--- src/rtl/uart_tx.sv ---
// uart_tx: 8N1 serial transmitter, LSB first, for the md5 host link.
// Define UART_TX_PARITY_EN to insert an even-parity bit between d7 and stop.
module uart_tx #(
  parameter int unsigned CLKS_PER_BIT = 833
) (
  input  logic       clk_96mhz,
  input  logic       reset,
  input  logic [7:0] txd_data,
  input  logic       txd_start,
  output logic       txd_busy,
  output logic       txd_done,
  output logic       txd
);

  localparam logic [15:0] LP_MAX = 16'(CLKS_PER_BIT - 1);

`ifdef UART_TX_PARITY_EN
  typedef enum logic [2:0] {
    S_IDLE, S_START, S_DATA, S_PARITY, S_STOP
  } state_t;
`else
  typedef enum logic [2:0] {
    S_IDLE, S_START, S_DATA, S_STOP
  } state_t;
`endif

  state_t      r_state;
  logic [15:0] r_cnt;
  logic [2:0]  r_idx;
  logic [7:0]  r_shift;
  logic        r_txd;
  logic        r_busy;
  logic        r_done;
  logic        w_bit_end;
`ifdef UART_TX_PARITY_EN
  logic        r_par;
`endif

  assign w_bit_end = (r_cnt == LP_MAX);
  assign txd       = r_txd;
  assign txd_busy  = r_busy;
  assign txd_done  = r_done;

  always_ff @(posedge clk_96mhz) begin
    if (reset) begin
      r_state <= S_IDLE;
      r_cnt   <= '0;
      r_idx   <= '0;
      r_shift <= '0;
      r_txd   <= 1'b1;
      r_busy  <= 1'b0;
      r_done  <= 1'b0;
`ifdef UART_TX_PARITY_EN
      r_par   <= 1'b0;
`endif
    end else begin
      r_done <= 1'b0;
      unique case (r_state)
        S_IDLE: begin
          if (txd_start) begin
            r_shift <= txd_data;
            r_cnt   <= '0;
            r_txd   <= 1'b0;
            r_busy  <= 1'b1;
            r_state <= S_START;
`ifdef UART_TX_PARITY_EN
            r_par   <= ^txd_data;
`endif
          end
        end
        S_START: begin
          if (w_bit_end) begin
            r_cnt   <= '0;
            r_idx   <= '0;
            r_txd   <= r_shift[0];
            r_state <= S_DATA;
          end else begin
            r_cnt <= r_cnt + 16'd1;
          end
        end
        S_DATA: begin
          if (w_bit_end) begin
            r_cnt   <= '0;
            r_shift <= r_shift >> 1;
            r_idx   <= r_idx + 3'd1;
            if (r_idx == 3'd7) begin
`ifdef UART_TX_PARITY_EN
              r_txd   <= r_par;
              r_state <= S_PARITY;
`else
              r_txd   <= 1'b1;
              r_state <= S_STOP;
`endif
            end else begin
              // next data bit is the one about to shift into bit 0
              r_txd <= r_shift[1];
            end
          end else begin
            r_cnt <= r_cnt + 16'd1;
          end
        end
`ifdef UART_TX_PARITY_EN
        S_PARITY: begin
          if (w_bit_end) begin
            r_cnt   <= '0;
            r_txd   <= 1'b1;
            r_state <= S_STOP;
          end else begin
            r_cnt <= r_cnt + 16'd1;
          end
        end
`endif
        S_STOP: begin
          if (w_bit_end) begin
            r_cnt   <= '0;
            r_busy  <= 1'b0;
            r_done  <= 1'b1;
            r_state <= S_IDLE;
          end else begin
            r_cnt <= r_cnt + 16'd1;
          end
        end
        default: begin
          r_cnt   <= '0;
          r_txd   <= 1'b1;
          r_busy  <= 1'b0;
          r_state <= S_IDLE;
        end
      endcase
    end
  end

endmodule

--- config.mk ---
export PLATFORM = sky130hd
export DESIGN_NAME = uart_tx
export DESIGN_NICKNAME = d
export VERILOG_FILES = /design/src/rtl/uart_tx.sv
export SDC_FILE = /design/constraint.sdc
export NUM_CORES = 1
export LEC_CHECK = 0
export CAP_MARGIN = 5
export CORE_MARGIN = 8
export CORE_UTILIZATION = 45
export DETAILED_ROUTE_END_ITERATION = 10
export PLACE_DENSITY_LB_ADDON = 0.25
export SETUP_SLACK_MARGIN = 0.02
export SLEW_MARGIN = 20
export SYNTH_ARGS = -nofsm -noshare
export SYNTH_HDL_FRONTEND = slang
export SYNTH_SLANG_ARGS = --single-unit
--- constraint.sdc ---
create_clock -name clk_96mhz -period 6.4 [get_ports clk_96mhz]
set_input_delay 1.28 -clock clk_96mhz [delete_from_list [all_inputs] [get_ports clk_96mhz]]
set_output_delay 1.28 -clock clk_96mhz [all_outputs]
set_load 0.01 [all_outputs]
==> flow_summary.ini <==
[power_and_ir_drop]
power.density_nw_per_um2 = 334
p_switching_uw = 243
pwr-share-seq_pct = 39.5
power.leakage_nw = 0.725
power.share.clock_pct = 24.8
sw_frac_of_total_pct = 37.0
pwr-share-comb_pct = 35.7
max-vdd-ir-drop_uv = 262
p_int_uw = 413

[synthesis]
yosysUniqueCellTypes = 42
synth_ff_type = dfxtp_1
synthesis.area_um2 = 1730
syn_avg_cell_area_um2 = 8.18
syn_nets = 231
ys_async_sr_fraction_pct = 0
synthCells = 211
ys_ff_latch = 32
synth_edf_count = 0
ys_seq_area_share_pct = 37.1
ys_warn_count = 0

[run_status]
outcome = complete, no violations

[worst_setup_path]
start_kind = input port
crit_path_max_fanout = 12
cp_data_arrival_time_ns = 2.91
crit_type = input port to register
slowest_delay_ns = 0.56
ff2ff_setup_slack_ns = 4.05
path_cells = clkdlybuf4s50_1 -> nand2b_1 -> o21ai_1 -> a22oi_1 -> o22ai_1
end_kind = register
cp.required_ns = 6.56
cp_slowest_cell = clkdlybuf4s50_1

[timing]
slew_headroom_pct = 43.2
finalSetupTns_ns = 0
min_period_ns = 2.74
fmax_ghz = 0.365
tightest_slew_ns = 0.846
period_share_pct = 42.9
hold_viol_final = 0
slew_viol_final = 0
finClkSkew_ns = 0.00560
finalSetupViolations = 0
fin_hold_ws_ns = 0.472
rsz0062_at_grt = no

[clocking]
cts_setup_buffers = 0
clock_latency_ns = 0.29
htree_levels = 2
clkTransAtPathRegs_ns = 0.06
cts_tree = built
ctsHoldBuffers = 0
cts.sinks = 32
ctsLongestPathBuffers = 2
numCtsBuffers = 5
ctsResizeCount = 0
cts.root.buffer_cell = clkbuf_8

[global_routing]
grt_max_degree = 29
grt_use_total_pct = 13.6
antenna_found_initial = 0
grt-ovfl-total = 0
grt_pass1_wl_mm = 6.77
grt_pass1_vias = 1469

[floorplan]
die-area_um2 = 6070
rows = 22
start_util_pct = 46.8
die_w_um = 77.9
dieHeight_um = 77.9
io_pins = 14
core_um2 = 3690

[routing]
dr.first_iter.drc_count = 195
viasPerCell = 5.87
routed_wl_mm = 4.01
post-route-drc-count = 0
wl_per_cell_um = 14.8
vias = 1590
drtAntennaViolNets = 0
first_pass_iters = 5

[worst_hold_path]
hp-class = register to register

[cells_and_area]
final_cell_mix = 32 x dfxtp_1, 19 x a21oi_1, 17 x nor2_1, 13 x clkdlybuf4s50_1, 12 x nand2_1
layout-drive-gt1-share_pct = 4.93
diodes = 0
syn2layout_area_growth_pct = 13.9
nets = 242
final_common_cell = dfxtp_1

[place]
hpwl_mm = 2.83
portBuffers = 13
gp_congestion = 0.829

[run]
max_cap_viol_count = 0
==> worst max-delay path, delay by kind of cell <==
family | cells | cell delay, ns
AOI/OAI and AO/OA | 3 | 0.68
buffers and inverters | 1 | 0.56
and+or+nand+nor | 1 | 0.39
==> state kept, by name (all words and copies together) (netlist names) <==
signal and flops:
txd_busy 1, r_shift 8, r_idx 3, txd_done 1, txd 1, r_cnt 16, r_state 2
==> stage by stage <==
step                setup slack, ns  utilization, %  instances  area (um^2)  power (mW)
detailed placement             3.37            50.8        263         1880       0.496
global route                   3.52            53.3        271         1970       0.702
floorplan                      3.92               -        211         1730       0.431
CTS                            3.69            53.3        271         1970       0.661
global placement               3.40            50.8        263         1880       0.495
finish                         3.66            53.3        271         1970       0.657
==> power by group through the flow <==
stage / Sequential, mW / Clock (mW) / Combinational, mW
after floorplan: 0.255 / 0 / 0.176
after global placement: 0.263 / 0 / 0.232
after detailed placement: 0.263 / 0 / 0.233
after CTS: 0.258 / 0.168 / 0.235
after global routing: 0.264 / 0.175 / 0.263
final: 0.260 / 0.163 / 0.234
==> logic make-up after synthesis <==
kind of cell,share of synthesized area [%]
compound gates,23.3
xor+xnor,2.54
fa+ha+maj,6.53
buf+inv,4.93
flops,37.1
mux,0.580
simple gates,25.0
==> final cells by class <==
class	count	area, um^2
fill	359	1720
multi-input combinational	159	1000
sequential	32	641
timing repair buffer	14	138
clock buffer	8	90.1
tap	48	60.1
inverter	10	37.5
==> per-layer routing <==
metal	vias up	GRT usage [%]	wire (um)
met4	0	5.74	61
met5	-	0	0
li1	810	-	-
met2	46	21.3	1870
met3	7	4.03	179
met1	727	17.0	1890
==> synth_stat cells (3+ instances only) <==
master	count	area share, %
nand3_1	10	2.9
inv_1	10	2.2
o22ai_1	7	2.5
o21ai_0	11	3.2
clkbuf_1	6	1.3
nor2_1	17	3.7
and3_1	8	2.9
xor2_1	4	2.0
nand2_1	12	2.6
dfxtp_1	32	37
nand4_1	4	1.5
a31oi_1	4	1.5
a21oi_1	19	5.5
ha_1	9	6.5
a22oi_1	8	3.5
nor3_1	5	1.5
nand2b_1	3	1.1
a211oi_1	4	1.7
or3_1	4	1.5
a21o_1	3	1.3
nor4_1	4	1.5
and2_1	3	1.1
==> final timing paths <==
path         cells past startpoint                      end                  start
max                              5  r_shift[6]$_SDFFE_PP0P_              txd_start
min                              2    r_idx[0]$_SDFFE_PP0P_  r_idx[0]$_SDFFE_PP0P_
max reg2reg                      7   r_cnt[15]$_SDFFE_PP0N_  r_cnt[0]$_SDFFE_PP0N_
min reg2reg                      2    r_idx[0]$_SDFFE_PP0P_  r_idx[0]$_SDFFE_PP0P_
(Power assumes the default switching activity.)
